**src/rtl/cpu_pkg.sv**
```systemverilog
// Shared definitions for the 8-bit CPU: opcodes, control FSM state encoding
// and instruction field positions. Imported by control_unit, the ALU and the bench.
// Instruction byte layout: {op[7:5], rd[4:3], rs[2:1], unused[0]}.
package cpu_pkg;

  localparam logic [2:0] OP_ADD = 3'b000;
  localparam logic [2:0] OP_AND = 3'b001;
  localparam logic [2:0] OP_NOT = 3'b010;
  localparam logic [2:0] OP_LDI = 3'b011;
  localparam logic [2:0] OP_JZ  = 3'b100;
  localparam logic [2:0] OP_JMP = 3'b101;
  localparam logic [2:0] OP_NOP = 3'b110;
  localparam logic [2:0] OP_HLT = 3'b111;

  localparam int IR_OP_HI = 7;
  localparam int IR_OP_LO = 5;
  localparam int IR_RD_HI = 4;
  localparam int IR_RD_LO = 3;
  localparam int IR_RS_HI = 2;
  localparam int IR_RS_LO = 1;

  typedef enum logic [2:0] {
    ST_FETCH     = 3'd0,
    ST_DECODE    = 3'd1,
    ST_EXEC      = 3'd2,
    ST_FETCH_IMM = 3'd3,
    ST_HALT      = 3'd4
  } state_t;

  function automatic logic [2:0] ir_op(input logic [7:0] ir);
    return ir[IR_OP_HI:IR_OP_LO];
  endfunction

  function automatic logic [1:0] ir_rd(input logic [7:0] ir);
    return ir[IR_RD_HI:IR_RD_LO];
  endfunction

  function automatic logic [1:0] ir_rs(input logic [7:0] ir);
    return ir[IR_RS_HI:IR_RS_LO];
  endfunction

endpackage

```
**src/rtl/control_unit_program_counter.sv**
```systemverilog
// program_counter: PC register for the control unit.
// Ports:
//   clk, rst   - clock, synchronous active-high reset (loads PC_RESET)
//   load       - load load_val (has priority over inc)
//   inc        - increment by one, wrapping modulo 2**ADDR_W
//   load_val   - jump target
//   pc         - current PC
module program_counter #(
  parameter int                ADDR_W   = 8,
  parameter logic [ADDR_W-1:0] PC_RESET = '0
) (
  input  logic              clk,
  input  logic              rst,
  input  logic              load,
  input  logic              inc,
  input  logic [ADDR_W-1:0] load_val,
  output logic [ADDR_W-1:0] pc
);

  logic [ADDR_W-1:0] pc_q;
  logic [ADDR_W-1:0] pc_d;

  always_comb begin
    pc_d = pc_q;
    if (load) begin
      pc_d = load_val;
    end else if (inc) begin
      pc_d = pc_q + ADDR_W'(1);
    end
  end

  always_ff @(posedge clk) begin
    if (rst) begin
      pc_q <= PC_RESET;
    end else begin
      pc_q <= pc_d;
    end
  end

  assign pc = pc_q;

endmodule

```
**src/rtl/control_unit.sv**
```systemverilog
// control_unit: fetch/decode/execute sequencer for the 8-bit CPU.
// Fetches instruction and immediate bytes over a req/ack handshake, drives the
// ALU opcode and register-file selects/strobes, and latches the ALU zero flag
// on every ALU instruction for use by JZ.
// Ports:
//   clk, rst             - clock, synchronous active-high reset
//   imem_req/addr/ack/data - instruction memory handshake (req held until ack)
//   alu_op, zf_in        - ALU opcode out, combinational zero flag in
//   rf_raddr_a/b         - register-file read selects
//   rf_we/waddr/wsel     - one-cycle write strobe, target, source (1 = imm)
//   imm                  - immediate byte for LDI writes
//   halted               - high while in HALT
//   step                 - only with CTRL_SINGLE_STEP_EN: one instruction per pulse
// Optional feature macro: CTRL_SINGLE_STEP_EN.
module control_unit
  import cpu_pkg::*;
#(
  parameter int                ADDR_W   = 8,
  parameter logic [ADDR_W-1:0] PC_RESET = '0
) (
  input  logic              clk,
  input  logic              rst,
`ifdef CTRL_SINGLE_STEP_EN
  input  logic              step,
`endif
  output logic              imem_req,
  output logic [ADDR_W-1:0] imem_addr,
  input  logic              imem_ack,
  input  logic [7:0]        imem_data,
  output logic [2:0]        alu_op,
  input  logic              zf_in,
  output logic [1:0]        rf_raddr_a,
  output logic [1:0]        rf_raddr_b,
  output logic              rf_we,
  output logic [1:0]        rf_waddr,
  output logic              rf_wsel,
  output logic [7:0]        imm,
  output logic              halted
);

  state_t            state_q, state_d;
  logic [7:0]        ir_q, ir_d;
  logic              zf_q, zf_d;
  logic [ADDR_W-1:0] pc;
  logic              pc_load;
  logic              pc_inc;
  logic              fetch_go;
  logic              fetch_done;
  logic              unused_ir_bit;

  assign unused_ir_bit = ir_q[0];

  program_counter #(
    .ADDR_W  (ADDR_W),
    .PC_RESET(PC_RESET)
  ) u_pc (
    .clk     (clk),
    .rst     (rst),
    .load    (pc_load),
    .inc     (pc_inc),
    .load_val(ADDR_W'(imem_data)),
    .pc      (pc)
  );

`ifdef CTRL_SINGLE_STEP_EN
  // A step pulse is remembered until the instruction fetch it released completes.
  logic step_seen_q, step_seen_d;

  assign fetch_go    = step_seen_q;
  assign step_seen_d = (step_seen_q & ~fetch_done) | step;

  always_ff @(posedge clk) begin
    if (rst) begin
      step_seen_q <= 1'b0;
    end else begin
      step_seen_q <= step_seen_d;
    end
  end
`else
  assign fetch_go = 1'b1;
`endif

  assign fetch_done = (state_q == ST_FETCH) && fetch_go && imem_ack;

  always_comb begin
    state_d    = state_q;
    ir_d       = ir_q;
    zf_d       = zf_q;
    pc_load    = 1'b0;
    pc_inc     = 1'b0;
    imem_req   = 1'b0;
    imem_addr  = '0;
    alu_op     = OP_ADD;
    rf_raddr_a = 2'd0;
    rf_raddr_b = 2'd0;
    rf_we      = 1'b0;
    rf_waddr   = 2'd0;
    rf_wsel    = 1'b0;
    imm        = 8'h00;
    halted     = 1'b0;

    unique case (state_q)
      ST_FETCH: begin
        if (fetch_go) begin
          imem_req  = 1'b1;
          imem_addr = pc;
          if (imem_ack) begin
            ir_d    = imem_data;
            pc_inc  = 1'b1;
            state_d = ST_DECODE;
          end
        end
      end

      ST_DECODE: begin
        unique case (ir_op(ir_q))
          OP_ADD, OP_AND, OP_NOT: state_d = ST_EXEC;
          OP_LDI, OP_JZ, OP_JMP:  state_d = ST_FETCH_IMM;
          OP_NOP:                 state_d = ST_FETCH;
          default:                state_d = ST_HALT;
        endcase
      end

      ST_EXEC: begin
        alu_op     = ir_op(ir_q);
        rf_raddr_a = ir_rd(ir_q);
        rf_raddr_b = ir_rs(ir_q);
        rf_we      = 1'b1;
        rf_waddr   = ir_rd(ir_q);
        zf_d       = zf_in;
        state_d    = ST_FETCH;
      end

      ST_FETCH_IMM: begin
        imem_req  = 1'b1;
        imem_addr = pc;
        if (imem_ack) begin
          state_d = ST_FETCH;
          if (ir_op(ir_q) == OP_LDI) begin
            rf_we    = 1'b1;
            rf_wsel  = 1'b1;
            rf_waddr = ir_rd(ir_q);
            imm      = imem_data;
            pc_inc   = 1'b1;
          end else if (ir_op(ir_q) == OP_JMP) begin
            pc_load = 1'b1;
          end else begin
            // JZ: taken loads the target, not taken skips the target byte
            pc_load = zf_q;
            pc_inc  = ~zf_q;
          end
        end
      end

      ST_HALT: begin
        halted = 1'b1;
      end

      default: begin
        state_d = ST_FETCH;
      end
    endcase

    // Reset silences every output in the same cycle so no stray request or
    // write escapes while the registers are being reloaded.
    if (rst) begin
      pc_load    = 1'b0;
      pc_inc     = 1'b0;
      imem_req   = 1'b0;
      imem_addr  = '0;
      alu_op     = OP_ADD;
      rf_raddr_a = 2'd0;
      rf_raddr_b = 2'd0;
      rf_we      = 1'b0;
      rf_waddr   = 2'd0;
      rf_wsel    = 1'b0;
      imm        = 8'h00;
      halted     = 1'b0;
    end
  end

  always_ff @(posedge clk) begin
    if (rst) begin
      state_q <= ST_FETCH;
      ir_q    <= 8'h00;
      zf_q    <= 1'b0;
    end else begin
      state_q <= state_d;
      ir_q    <= ir_d;
      zf_q    <= zf_d;
    end
  end

endmodule

```
**config.mk**
```make
export PLATFORM = sky130hd
export DESIGN_NAME = control_unit
export DESIGN_NICKNAME = d
export VERILOG_FILES = /design/src/rtl/cpu_pkg.sv /design/src/rtl/control_unit_program_counter.sv /design/src/rtl/control_unit.sv
export SDC_FILE = /design/constraint.sdc
export NUM_CORES = 1
export LEC_CHECK = 0
export BUFFER_PORTS_ARGS = -buffer_cell sky130_fd_sc_hd__buf_2
export CORE_MARGIN = 4
export CORE_UTILIZATION = 50
export DETAILED_ROUTE_END_ITERATION = 8
export HOLD_SLACK_MARGIN = 0.1
export PLACE_DENSITY = 0.79
export SYNTH_ARGS = -nofsm -noshare
export SYNTH_HDL_FRONTEND = slang
export SYNTH_SLANG_ARGS = --single-unit
```
**constraint.sdc**
```tcl
create_clock -name clk -period 2.1 [get_ports clk]
set_input_delay 0.315 -clock clk [delete_from_list [all_inputs] [get_ports clk]]
set_output_delay 0.315 -clock clk [all_outputs]
set_load 0.05 [all_outputs]
```
==> summary.md, run 1 <==
| Metric | Value |
|---|---|
| Status | `finished with violations` |
| Violated checks | `setup timing` |
| CTS clock-pin slew for the worst setup and hold paths | `110 ps` |
| Gr usage total | `23.7%` |
| PD cells | `435 nW/um^2` |
| # diodes | `0` |
| Worst endpoint data arrival time | `1970 ps` |
| Total wire length | `3810 um` |
| Final worst slack | `-189 ps` |
| DR vias | `1,375` |
| Setup WS pre-CTS | `-60.3 ps` |
| Post-route setup TNS | `-1640 ps` |
| CTS buffer count | `3` |
| # fillers | `202` |
| Ys async rst share | `0%` |
| Grt ovf | `0` |
| Slowest cell on crit path | `or3_4` |
| Worst-Skew Late Latency | `300 ps` |
| Crit-path max FO | `8` |
| Critical path, cell by cell | `or3b_4 -> or3_4 -> nor3_4 -> buf_6 -> and2_4 -> buf_8` |
| Cell taking the most area after synthesis | `dfxtp_1` |
| Yosys reg bits | `19` |
| Area of the core | `2450 sq um` |
| Area grow syn2layout | `38.4%` |
| Placed inst area | `1600 sq um` |
| PortBufs | `40` |
| Post-DR wirelength/cell | `16.3 um` |
| Crit path time final | `2290 ps` |
| Design Area, Final | `1770 sq um` |
| Period utilization | `109%` |
| Syn nets | `166` |
| Fin. max-slew vios | `0` |
| Die Area | `3430 sq um` |
| Layout cell share with drive strength beyond 1 | `43.3%` |
| Bufs on Longest Clock Path | `2` |
| CP required | `1780 ps` |
| Worst hold-check path type | `in -> reg` |
| Routability cong. | `0.864` |
| Worst IR drop on VDD | `435 uV` |
| Worst path bufs/invs | `2` |
| Post-Syn Area | `1280 sq um` |
| Post-DRT Antenna Nets | `0` |
| Syn avg cell area | `8.35 sq um` |
| I/O pins | `41` |
| Leak pwr | `0.759 nW` |
| Hpwl dp | `2700 um` |
| Top-area cell type share of the netlist area | `29.8%` |
| Register area share after synthesis | `29.8%` |
| Final-stage net count | `217` |
| H-tree levels | `1` |
| RSZ-0062 raised after global routing | `true` |
| Startpoint Class | `flip-flop` |
| Sink Count | `19` |
| Clock skew | `5.34 ps` |
| CTS tree | `yes` |
| Synth warn | `0` |
| Slowest Stage Delay on Critical Path | `390 ps` |
| DR iter-0 viols | `37` |
| Delay-heaviest family, CP | `simple AND/OR/NAND/NOR gates` |
| Antenna violations before repair | `0` |
| Drt via density | `5.90` |
| Max-cap viol count | `0` |
| Die X | `58.5 um` |
| First-pass GRT wire length | `6290 um` |
| EDFF count, synth | `0` |
| Hold Vio Cnt, Final | `0` |
| Slew headroom | `73.5%` |
| Initial Utilization | `52.0%` |
| Final setup viols | `10` |
| Synth Instances | `153` |
| Yosys cell types | `42` |
| Ys flop type | `dfxtp_1` |
| WHS | `257 ps` |
| Row count | `18` |
| Crit. End Element | `output pin` |
| DRC violations left | `0` |
| Largest net degree at the start of global routing | `21` |
| Fmax | `437 MHz` |
| Crit Path Class | `reg -> out` |
| Measured slew at the worst slew-check pin | `396 ps` |
| Total iterations of the first detailed-routing run | `4` |
| Vias in the first global route | `1,365` |
| Clk Tree Root Cell | `clkbuf_4` |
| Vert. Die Dim | `58.5 um` |
| Synth top area cells | `dfxtp_1, and2_1, mux2i_1` |
-- synthesized netlist by cell type, types with 3 or more instances --
cell	n
and2_1	22
dfxtp_1	19
nor2_1	13
nor3_1	9
mux2i_1	8
inv_1	7
a21oi_1	6
nand2_1	6
a32oi_1	5
buf_6	4
nand3_1	4
a31oi_1	3
buf_1	3
clkbuf_1	3
o211ai_1	3
o21a_1	3
-- where the power goes --
group | leakage (nW) | internal, mW | switching, mW
logic | 0.589 | 0.0721 | 0.114
registers | 0.155 | 0.376 | 0.0175
clock network | 0.0150 | 0.0741 | 0.116
total | 0.759 | 0.523 | 0.247
-- layout make-up --
| cell class | instances | area, sq um | share of cell area (%) |
|---|---|---|---|
| Clock buffer | 4 | 26.3 | 1.49 |
| Inverter | 7 | 26.3 | 1.49 |
| Multi-Input combinational cell | 117 | 875 | 49.5 |
| Sequential cell | 19 | 382 | 21.6 |
| Tap cell | 30 | 37.5 | 2.12 |
| Timing Repair Buffer | 56 | 422 | 23.8 |
-- timing repair --
item / in CTS / in global routing
gates resized for setup: 32 / 14
buffers inserted: 1 / 1
setup endpoints to repair: 17 / 24
pin swaps: 1 / 10
hold buffers: 0 / 0
-- sequential cells by signal, indices dropped and copies added, names as in the netlist --
signal   count
u_pc.pc      8
ir_q         7
state_q      3
zf_q         1
-- cell families (layout without fill, tap and decap cells) --
kind of cell | after synthesis | count (layout) | share of synthesized area (%)
AOI/OAI and AO/OA | 35 | 35 | 21.2
and+or+nand+nor | 71 | 71 | 33.1
DFF | 19 | 19 | 29.8
buffers and inverters | 17 | 67 | 7.35
muxes | 8 | 8 | 6.27
adders and majority gates | 1 | 1 | 0.979
xor gates and xnor gates | 2 | 2 | 1.37
-- worst reg2reg max path: stages, from the launching register on --
cell and delay, ps:
dfxtp_2 340, or3b_4 360, buf_4 140, buf_4 150, nor2_2 320, a41oi_1 180, o221a_2 270
-- placed cells by master (no fill, tap or decap), types with 2 or more instances in the layout --
cell | netlist | final
a21boi_0 | 2 | 2
a21oi_1 | 6 | 5
a31oi_1 | 3 | 3
a32oi_1 | 5 | 5
and2_1 | 22 | 13
and2_2 | 0 | 2
and2_4 | 0 | 7
buf_2 | 0 | 22
buf_4 | 0 | 20
buf_8 | 0 | 7
clkbuf_4 | 0 | 9
dfxtp_1 | 19 | 18
inv_1 | 7 | 7
mux2i_1 | 8 | 8
nand2_1 | 6 | 6
nand3_1 | 4 | 4
nand4_1 | 2 | 2
nand4b_1 | 2 | 2
nor2_1 | 13 | 12
nor3_1 | 9 | 7
nor3_4 | 2 | 3
o211ai_1 | 3 | 3
o21a_1 | 3 | 3
o221a_2 | 2 | 2
o221ai_1 | 2 | 2
or3_4 | 1 | 2
-- per-stage QoR --
stage	util [%]	std cells	total power, mW
CTS	70.3	232	0.763
global route	72.0	233	0.804
detailed placement	65.1	227	0.577
finish	72.0	233	0.770
floorplan	-	153	0.516
global placement	65.1	227	0.570
-- routing by layer --
layer	share of wire [%]	vias up	GRT usage (%)
li1	-	656	-
met1	40	648	30.2
met2	51	65	39.6
met3	8.1	6	3.51
met4	1.3	0	9.93
met5	0	-	0
-- path summary, 6_finish.rpt --
kind | start | to | slack (ps) | cells after the start
worst max-delay path | state_q[2] | imm[3] | -190 | 6
worst min-delay path | zf_in | zf_q | 260 | 3
worst max register to register | state_q[2] | u_pc.pc[3] | 250 | 6
worst min register to register | ir_q[2] | ir_q[2] | 510 | 2
Note: power is estimated with default switching activity, not from simulation.
==> inputs of run 2 (changes only) <==
Settings changed: CELL_PAD_IN_SITES_DETAIL_PLACEMENT from default to 1, CELL_PAD_IN_SITES_GLOBAL_PLACEMENT from default to 2, CORE_UTILIZATION 50 to 28, PLACE_DENSITY 0.79 to default, PLACE_DENSITY_LB_ADDON from default to 0.1.
==> run 2 against run 1 <==
The run still ends with setup timing left. Highest routed layer unchanged. Clock skew increased by 3.1 ps. Largest cell class unchanged. Register-to-register slack better by 100 ps. Combinational power is 6% higher.
==> summary.md, run 2 (synthesis results as in run 1) <==
| Metric | Value |
|---|---|
| Routability cong. | `0.761` |
| Internal Power | `0.586 mW` |
| Post-DRT Antenna Nets | `0` |
| Post-DR wirelength/cell | `17.6 um` |
| Hold Vio Cnt, Final | `0` |
| Reg-to-reg startpoint | `state_q[1]` |
| Max-cap viol count | `0` |
| Clk Tree Root Cell | `clkbuf_8` |
| Comb pwr share | `22.9%` |
| Crit Path Class | `reg -> out` |
| Worst endpoint data arrival time | `1930 ps` |
| Area grow syn2layout | `45.6%` |
| Hpwl dp | `3340 um` |
| Delay-heaviest family, CP | `simple AND/OR/NAND/NOR gates` |
| DRC violations left | `0` |
| CTS clock-pin slew for the worst setup and hold paths | `80 ps` |
| # diodes | `0` |
| Hold Path Depth | `3` |
| WHS | `300 ps` |
| Sink Count | `19` |
| Most used cell along the critical path | `buf_6` |
| Crit. End Element | `output pin` |
| Sequential power share | `45.7%` |
| Leak pwr | `0.785 nW` |
| Crit path time final | `2240 ps` |
| Gr usage total | `16.5%` |
| DR iter-0 viols | `65` |
| H-tree levels | `1` |
| Bufs on Longest Clock Path | `2` |
| CTS buffer count | `3` |
| Layout cell share with drive strength beyond 1 | `43.9%` |
| Fmax | `446 MHz` |
| Largest register FFs | `8` |
| Fin. max-slew vios | `0` |
| Worst path bufs/invs | `2` |
| Drt via density | `5.37` |
| Worst r2r path cells | `6` |
| Grt ovf | `0` |
| Die X | `75.5 um` |
| Total iterations of the first detailed-routing run | `4` |
| Worst-Skew Late Latency | `260 ps` |
| Final worst slack | `-140 ps` |
| Hold buffer count at cts | `0` |
| First-pass GRT wire length | `7200 um` |
| CTS tree | `yes` |
| Largest net degree at the start of global routing | `21` |
| Measured slew at the worst slew-check pin | `341 ps` |
| Worst hold-check path type | `in -> reg` |
| Antenna violations before repair | `0` |
| Vias in the first global route | `1,458` |
| Clock skew | `8.44 ps` |
| Worst IR drop on VDD | `212 uV` |
| RSZ-0062 raised after global routing | `true` |
| CP required | `1780 ps` |
| Reg2Reg Capture Point | `u_pc.pc[3]` |
| Vert. Die Dim | `75.5 um` |
| Violated checks | `setup timing` |
| PortBufs | `40` |
| PD cells | `460 nW/um^2` |
| Initial Utilization | `29.1%` |
| Switching Share | `31.6%` |
| Startpoint Class | `flip-flop` |
| Flop2flop setup slack | `350 ps` |
| Total wire length | `4510 um` |
| Die Area | `5710 sq um` |
| Slowest cell on crit path | `or3b_4` |
| Area of the core | `4380 sq um` |
| Final-stage net count | `219` |
| Row count | `24` |
| Final setup viols | `8` |
| I/O pins | `41` |
| Pwr Total | `0.857 mW` |
| Sw Pwr | `0.271 mW` |
| Period utilization | `107%` |
| Worst hold start | `zf_in` |
| Status | `finished with violations` |
| Critical path, cell by cell | `or3b_4 -> or3_4 -> nor3_4 -> buf_6 -> and2_2 -> buf_6` |
| Commonest non-fill, non-tap cells in the layout | `buf_4, dfxtp_1, buf_2, and2_1, nor2_1` |
| Slew headroom | `77.3%` |
| Most common cell after layout, fill and taps aside | `buf_4` |
| Slowest Stage Delay on Critical Path | `390 ps` |
| WHS Endpoint | `zf_q` |
| DR vias | `1,380` |
| Crit-path max FO | `8` |
| Power share of the clock group | `31.4%` |
## run 2: changes by cell type in the layout (fill, tap and decap cells not counted), sizes merged
cell | before | now
buf | 50 | 57
clkbuf | 10 | 4
clkinv | 0 | 1
## run 2: timing repair
item,CTS,global route
pin swaps,1,3
setup endpoints to repair,19,26
resized for setup,34,25
setup buffers,1,0
## run 2: worst max-delay path by stage
stage / endpoint / cells after the start / slack, ps / from
after detailed placement: imm[2] / 6 / -100 / rst
after CTS: imm[4] / 6 / -180 / state_q[2]
after global routing: imm[7] / 6 / -210 / state_q[2]
final: imm[3] / 6 / -140 / state_q[2]
after global placement: imm[2] / 6 / -80 / rst
after floorplan: imm[0] / 6 / -400 / state_q[2]
## run 2: power groups by stage
stage,Clock (mW),Sequential (mW),Combinational [mW]
2_1_floorplan,0,0.396,0.119
3_3_place_gp,0,0.399,0.184
3_5_place_dp,0,0.400,0.188
4_1_cts,0.277,0.391,0.191
5_1_grt,0.291,0.395,0.214
6_report,0.269,0.391,0.197
## run 2: layer usage
layer  GRT usage (%)  wire length, um  vias to the layer above
met5               0                0                        -
met4            6.21               49                        0
met3            3.17              253                        4
met2            26.6             2170                       43
met1            21.8             2040                      671
li1                -                -                      662
## run 2: final cells by class
class / instances / area, sq um
Clock buffer: 3 / 41.3
Clock inverter: 1 / 5.00
Fill cell: 517 / 2520
Inverter: 7 / 26.3
Multi-Input combinational cell: 117 / 867
Sequential cell: 19 / 380
Tap cell: 52 / 65.1
Timing Repair Buffer: 58 / 475
## run 2: worst reg2reg max path, delay by kind of cell, from the launching register on
| family | cells | cell delay [ps] |
|---|---|---|
| compound gates | 2 | 470 |
| xor+xnor | 1 | 200 |
| buf+inv | 2 | 350 |
| flops | 1 | 320 |
| simple gates | 1 | 300 |
## run 2: stage by stage
stage / util (%) / instance area (sq um) / setup slack [ps] / std cells / TNS (ps)
global placement: 37.6 / 1650 / -83.2 / 252 / -456
detailed placement: 37.6 / 1650 / -97.4 / 252 / -594
finish: 42.4 / 1860 / -140 / 257 / -1020
global route: 42.4 / 1860 / -206 / 257 / -1570
CTS: 41.1 / 1800 / -183 / 257 / -1390
floorplan: - / 1320 / -400 / 153 / -4690
